$ cat config.mk
export PLATFORM = sky130hd
export DESIGN_NAME = adler_frame_feeder_flat
export DESIGN_NICKNAME = d
export VERILOG_FILES = /design/src/rtl/adler_frame_feeder_if.sv /design/src/rtl/adler_frame_feeder.sv /design/src/flat_wrapper.sv
export SDC_FILE = /design/constraint.sdc
export NUM_CORES = 2
export LEC_CHECK = 0
export CAP_MARGIN = 20
export CORE_MARGIN = 2
export CORE_UTILIZATION = 40
export DETAILED_ROUTE_END_ITERATION = 10
export SYNTH_ARGS = -nofsm -noshare
export SYNTH_HDL_FRONTEND = slang
export SYNTH_SLANG_ARGS = --single-unit
$ cat constraint.sdc
create_clock -name clock -period 4.5 [get_ports clock]
set_input_delay 0.9 -clock clock [delete_from_list [all_inputs] [get_ports clock]]
set_output_delay 0.9 -clock clock [all_outputs]
set_load 0.02 [all_outputs]
$ cat src/rtl/adler_frame_feeder_if.sv
// adler_frame_feeder_if: host, engine and status signals of the Adler-32 frame feeder.
// Ports:
//   host   in_valid, in_ready, in_data[7:0], in_last
//   engine size_valid, size[31:0], data_start, data[7:0], data_active, checksum[31:0], checksum_valid
//   status result[31:0], result_valid, overflow, timeout, busy
// The slave modport is the feeder; the master modport is the host/engine side.
interface adler_frame_feeder_if;
    logic        in_valid;
    logic        in_ready;
    logic [7:0]  in_data;
    logic        in_last;
    logic        size_valid;
    logic [31:0] size;
    logic        data_start;
    logic [7:0]  data;
    logic        data_active;
    logic [31:0] checksum;
    logic        checksum_valid;
    logic [31:0] result;
    logic        result_valid;
    logic        overflow;
    logic        timeout;
    logic        busy;
    modport slave (
        input  in_valid, in_data, in_last, checksum, checksum_valid,
        output in_ready, size_valid, size, data_start, data, data_active,
               result, result_valid, overflow, timeout, busy
    );
    modport master (
        output in_valid, in_data, in_last, checksum, checksum_valid,
        input  in_ready, size_valid, size, data_start, data, data_active,
               result, result_valid, overflow, timeout, busy
    );
endinterface

$ cat src/rtl/adler_frame_feeder.sv
// adler_frame_feeder: buffers one host frame, streams it to the Adler-32 engine and returns its checksum.
// Ports:
//   clock  rising-edge system clock
//   rst    asynchronous active-high reset
//   bus    adler_frame_feeder_if.slave: host byte handshake, engine size/start/data stream,
//          engine checksum capture, result strobe and overflow/timeout/busy status
module adler_frame_feeder #(
    parameter int DEPTH   = 256,
    parameter int AW      = $clog2(DEPTH),
    parameter int TIMEOUT = 1024
) (
    input logic clock,
    input logic rst,
    adler_frame_feeder_if.slave bus
);
    localparam int TW = $clog2(TIMEOUT);
    localparam logic [2:0] FILL = 3'd0, SIZE = 3'd1, START = 3'd2, STREAM = 3'd3, WAIT = 3'd4;
    localparam logic [AW:0] FULL_M1 = (AW+1)'(DEPTH - 1);
    logic [2:0]    state_q, state_d;
    logic [AW-1:0] wr_ptr_q, wr_ptr_d, rd_ptr_q, rd_ptr_d;
    logic [AW:0]   count_q, count_d, sent_q, sent_d;
    logic [TW-1:0] timer_q, timer_d;
    logic          drop_q, drop_d, overflow_q, overflow_d, timeout_q, timeout_d;
    logic          size_valid_q, size_valid_d, data_start_q, data_start_d;
    logic          data_active_q, data_active_d, result_valid_q, result_valid_d;
    logic [31:0]   size_q, size_d, result_q, result_d;
    logic [7:0]    data_q, data_d;
    logic [7:0]    mem [DEPTH];
    logic          in_ready, accept, wr_en;

    // Ready is masked by reset so that every output reads 0 while reset is held.
    assign in_ready = !rst && state_q == FILL && (drop_q || !count_q[AW]);
    assign accept   = bus.in_valid && in_ready;
    // Bytes past a truncated frame are consumed but never stored.
    assign wr_en    = accept && !drop_q;

    always_ff @(posedge clock) if (wr_en) mem[wr_ptr_q] <= bus.in_data;

    always_comb begin
        state_d        = state_q;
        wr_ptr_d       = wr_ptr_q;
        rd_ptr_d       = rd_ptr_q;
        count_d        = count_q;
        sent_d         = sent_q;
        timer_d        = timer_q;
        drop_d         = drop_q;
        overflow_d     = overflow_q;
        timeout_d      = timeout_q;
        size_d         = size_q;
        result_d       = result_q;
        size_valid_d   = 1'b0;
        data_start_d   = 1'b0;
        data_active_d  = 1'b0;
        result_valid_d = 1'b0;
        data_d         = 8'h00;
        case (state_q)
            FILL: if (accept) begin
                if (drop_q) drop_d = !bus.in_last;
                else begin
                    // The first stored byte of a frame retires the previous frame's status.
                    if (count_q == '0) begin
                        overflow_d = 1'b0;
                        timeout_d  = 1'b0;
                    end
                    wr_ptr_d = wr_ptr_q + AW'(1);
                    count_d  = count_q + (AW+1)'(1);
                    if (bus.in_last || count_q == FULL_M1) begin
                        state_d      = SIZE;
                        size_valid_d = 1'b1;
                        size_d       = 32'(count_q) + 32'd1;
                        overflow_d   = overflow_d || !bus.in_last;
                        drop_d       = !bus.in_last;
                    end
                end
            end
            SIZE: begin
                state_d      = START;
                data_start_d = 1'b1;
            end
            START, STREAM: begin
                // sent_q counts bytes already on the data output; it restarts at START.
                if (state_q == STREAM && sent_q == count_q) begin
                    state_d = WAIT;
                    timer_d = '0;
                end else begin
                    state_d       = STREAM;
                    data_d        = mem[rd_ptr_q];
                    data_active_d = 1'b1;
                    rd_ptr_d      = rd_ptr_q + AW'(1);
                    sent_d        = state_q == START ? (AW+1)'(1) : sent_q + (AW+1)'(1);
                end
            end
            WAIT: begin
                if (bus.checksum_valid || timer_q == TW'(TIMEOUT - 1)) begin
                    state_d        = FILL;
                    count_d        = '0;
                    sent_d         = '0;
                    wr_ptr_d       = '0;
                    rd_ptr_d       = '0;
                    result_d       = bus.checksum_valid ? bus.checksum : result_q;
                    result_valid_d = bus.checksum_valid;
                    timeout_d      = !bus.checksum_valid;
                end else timer_d = timer_q + TW'(1);
            end
            default: state_d = FILL;
        endcase
    end

    always_ff @(posedge clock or posedge rst) begin
        if (rst) begin
            state_q        <= FILL;
            wr_ptr_q       <= '0;
            rd_ptr_q       <= '0;
            count_q        <= '0;
            sent_q         <= '0;
            timer_q        <= '0;
            drop_q         <= 1'b0;
            overflow_q     <= 1'b0;
            timeout_q      <= 1'b0;
            size_valid_q   <= 1'b0;
            data_start_q   <= 1'b0;
            data_active_q  <= 1'b0;
            result_valid_q <= 1'b0;
            size_q         <= '0;
            result_q       <= '0;
            data_q         <= '0;
        end else begin
            state_q        <= state_d;
            wr_ptr_q       <= wr_ptr_d;
            rd_ptr_q       <= rd_ptr_d;
            count_q        <= count_d;
            sent_q         <= sent_d;
            timer_q        <= timer_d;
            drop_q         <= drop_d;
            overflow_q     <= overflow_d;
            timeout_q      <= timeout_d;
            size_valid_q   <= size_valid_d;
            data_start_q   <= data_start_d;
            data_active_q  <= data_active_d;
            result_valid_q <= result_valid_d;
            size_q         <= size_d;
            result_q       <= result_d;
            data_q         <= data_d;
        end
    end

    assign bus.in_ready     = in_ready;
    assign bus.size_valid   = size_valid_q;
    assign bus.size         = size_q;
    assign bus.data_start   = data_start_q;
    assign bus.data         = data_q;
    assign bus.data_active  = data_active_q;
    assign bus.result       = result_q;
    assign bus.result_valid = result_valid_q;
    assign bus.overflow     = overflow_q;
    assign bus.timeout      = timeout_q;
    assign bus.busy         = state_q != FILL;
endmodule

$ cat src/flat_wrapper.sv
// flat-port wrapper written by rule: the top's interface ports become plain ports
module adler_frame_feeder_flat 
#(
    parameter int DEPTH   = 256,
    parameter int AW      = $clog2(DEPTH),
    parameter int TIMEOUT = 1024
)
  (clock, rst, bus_in_valid, bus_in_data, bus_in_last, bus_checksum, bus_checksum_valid, bus_in_ready, bus_size_valid, bus_size, bus_data_start, bus_data, bus_data_active, bus_result, bus_result_valid, bus_overflow, bus_timeout, bus_busy);
  adler_frame_feeder_if bus_i ();
  input logic clock;
  input logic rst;
  input wire logic [$bits(bus_i.in_valid)-1:0] bus_in_valid;
  input wire logic [$bits(bus_i.in_data)-1:0] bus_in_data;
  input wire logic [$bits(bus_i.in_last)-1:0] bus_in_last;
  input wire logic [$bits(bus_i.checksum)-1:0] bus_checksum;
  input wire logic [$bits(bus_i.checksum_valid)-1:0] bus_checksum_valid;
  output wire logic [$bits(bus_i.in_ready)-1:0] bus_in_ready;
  output wire logic [$bits(bus_i.size_valid)-1:0] bus_size_valid;
  output wire logic [$bits(bus_i.size)-1:0] bus_size;
  output wire logic [$bits(bus_i.data_start)-1:0] bus_data_start;
  output wire logic [$bits(bus_i.data)-1:0] bus_data;
  output wire logic [$bits(bus_i.data_active)-1:0] bus_data_active;
  output wire logic [$bits(bus_i.result)-1:0] bus_result;
  output wire logic [$bits(bus_i.result_valid)-1:0] bus_result_valid;
  output wire logic [$bits(bus_i.overflow)-1:0] bus_overflow;
  output wire logic [$bits(bus_i.timeout)-1:0] bus_timeout;
  output wire logic [$bits(bus_i.busy)-1:0] bus_busy;
  assign bus_i.in_valid = bus_in_valid;
  assign bus_i.in_data = bus_in_data;
  assign bus_i.in_last = bus_in_last;
  assign bus_i.checksum = bus_checksum;
  assign bus_i.checksum_valid = bus_checksum_valid;
  assign bus_in_ready = bus_i.in_ready;
  assign bus_size_valid = bus_i.size_valid;
  assign bus_size = bus_i.size;
  assign bus_data_start = bus_i.data_start;
  assign bus_data = bus_i.data;
  assign bus_data_active = bus_i.data_active;
  assign bus_result = bus_i.result;
  assign bus_result_valid = bus_i.result_valid;
  assign bus_overflow = bus_i.overflow;
  assign bus_timeout = bus_i.timeout;
  assign bus_busy = bus_i.busy;
  adler_frame_feeder #(.DEPTH(DEPTH), .AW(AW), .TIMEOUT(TIMEOUT)) u_core (.clock(clock), .rst(rst), .bus(bus_i));
endmodule
==> metrics <==
maximum vdd ir drop 0.000444 V; Max-cap violations 0; Yosys reg bits 2152; largest area contributor in the netlist edfxtp_1; met3 WL post-DR 20700 um; row count 169; post-synthesis area per instance 19.0 um^2; synth unique cells 70; remaining antenna violation count 0; total grt overflow 0; max layer used met5; Synth area leaders edfxtp_1 (73%), mux4_2 (8.5%), mux2i_1 (4.6%); CTS tree done; CTS max path bufs 3; max-slew violations 0; Vias/cell 5.76; Starting DRT DRC Count 5172; total iterations of the first detailed-routing run 5; Final Cycle Share 93.5%; io pins 125; Die Ht 464 um; setup bufs post-CTS 0; total CTS buffers 211; Tightest Hold Check Type register to register; full die area 216000 um^2; status finished, final reports clean; mapped cell area 84800 um^2; via count 44900; Post-CTS Resized 0; DRC violations left 0; Total GRT Usage 20.5%; fmax 0.238 GHz; Final Hold Violating Endpoints 0; Worst EP required 5.21 ns; EDFF count, synth 2048; I/O Buffers 102; CTS root buf clkbuf_16; CTS HTree Levels 4; Initial Utilization 40.1%; power density cells 581 nW/um^2; clock sink total 2152; Final HPWL DP 139000 um; WL met2 104000 um; flop2flop setup slack 0.29 ns; CP Capture Type register; Metal-1 WL 93800 um; WL per Instance 28.9 um; Ys Warns 0; Worst-path clk slew 0.06 ns; share of the synthesized area in the top cell type 72.5%; Final GP Congestion 0.888; wirelength, routed 225000 um; final core area utilization 46.0%; Setup CP Type register to register; Final Power 56500 uW; Clk Latency, worst-skew pair 0.85 ns; Die Width 464 um; share of flip-flops with an asynchronous set or reset 4.83%; unrepaired setup endpoints after global routing no; share of layout cells above drive strength 1 20.0%; largest net degree at the start of global routing 109; Max FO, Critical Path 21; Main synth FF type edfxtp_1; startpoint types register; Layout Nets 4843; Synth top cells by count edfxtp_1 (2048), mux2i_1 (390), nor2_1 (323), mux4_2 (321), o221ai_1 (159); clock skew 0.0338 ns; final setup fails 0; top-count cell post-synth edfxtp_1; sequential share of the synthesized area 75.6%; cell count after synthesis 4475; slew at the pin closest to its max-slew limit 1.16 ns; post-route minimum period 4.21 ns; first-pass GRT wire length 321000 um; CTS Hold Bufs 0; relative slew slack 22.5%; core area 211000 um^2; area grow syn2layout 14.6%; Arr. time, crit path 4.92 ns; vias in the first global route 43900; initial antenna violation count 10; leakage power 0.0317 uW
[stage by stage]
step	std cells	cell area [um^2]	setup slack, ns	TNS (ns)	hold WS [ns]
6_report	7793	97200	0.292	0	0.479
2_1_floorplan	4496	84900	0.868	0	0.456
5_1_grt	7791	97200	0.374	0	0.462
3_3_place_gp	7392	90300	-0.569	-125.87	0.465
3_5_place_dp	7395	90400	0.185	0	0.470
4_1_cts	7790	97200	0.417	0	0.445
[worst max-delay path: stages, from the launching register on]
cell and delay, ns:
dfrtp_4 0.84, buf_12 0.29, mux4_1 0.63, mux4_2 0.55, mux2i_1 0.32, nor2_1 0.07, a2111oi_0 0.81, buf_4 0.28
a2111oi_0 0.07, o21a_1 0.16
[worst paths after layout]
kind	depth (start not counted)	endpoint	start
max reg2reg	9	u_core.bus.data[6]	u_core.rd_ptr_q[0]
max	9	u_core.bus.data[6]	u_core.rd_ptr_q[0]
max in group asynchronous	3	u_core.bus.result[7]	rst
min in group asynchronous	2	u_core.bus.size[0]	rst
min	2	u_core.bus.size[5]	u_core.bus.size[5]
min reg2reg	2	u_core.bus.size[5]	u_core.bus.size[5]
[per-layer routing]
layer,vias to the layer above,GRT usage [%]
met4,4,6.10
met2,2278,31.6
met1,23300,29.1
met3,381,4.52
li1,18900,-
met5,-,0
[where the power goes]
part           internal, uW  total [uW]  switching (uW)
registers             22200       22800             572
clock network          9870       17400            7570
logic                  6430       16300            9860
total                 38500       56500           18000
[placed cells by master (no fill, tap or decap), types with 20 or more instances in the layout]
cell type,Yosys,layout
clkinv_1,2,51
clkdlybuf4s50_1,0,94
nor4_1,20,20
nor2_1,323,323
conb_1,1,22
a22oi_1,37,37
dfrtp_1,104,99
mux2_2,46,46
nand2_1,112,99
xnor2_1,25,25
clkinv_2,0,29
a21oi_1,89,89
o22ai_1,92,92
nand3_1,32,28
edfxtp_1,2048,2048
nor3_1,109,108
buf_12,4,38
clkbuf_16,0,216
clkbuf_1,134,38
o21ai_0,78,77
o221ai_1,159,159
mux2i_1,390,390
buf_4,57,233
mux4_2,321,321
[state kept, by name, indices dropped and copies added (netlist names), 3 cells and up]
| name | cells |
|---|---|
| u_core.bus.data | 8 |
| u_core.bus.result | 32 |
| u_core.bus.size | 10 |
| u_core.count_q | 9 |
| u_core.mem | 2048 |
| u_core.rd_ptr_q | 8 |
| u_core.sent_q | 9 |
| u_core.state_q | 3 |
| u_core.timer_q | 10 |
| u_core.wr_ptr_q | 8 |
[layout make-up]
class	count	area, um^2
Antenna cell	2	5.00
Clock buffer	259	5620
Clock inverter	136	1230
Fill cell	17800	114000
Inverter	23	93.8
Multi-Input combinational cell	2027	19100
Sequential cell	2152	64100
Tap cell	2821	3530
Timing Repair Buffer	373	3570
[cell families after synthesis]
| family | Yosys count | share of synthesized area [%] |
|---|---|---|
| buffers and inverters | 317 | 2.16 |
| xor gates and xnor gates | 31 | 0.320 |
| adders and majority gates | 10 | 0.148 |
| other | 1 | 0.00442 |
| and+or+nand+nor | 661 | 3.44 |
| AOI/OAI and AO/OA | 543 | 4.52 |
| DFF | 2152 | 75.6 |
| muxes | 760 | 13.8 |
Note: power is estimated with default switching activity, not from simulation.
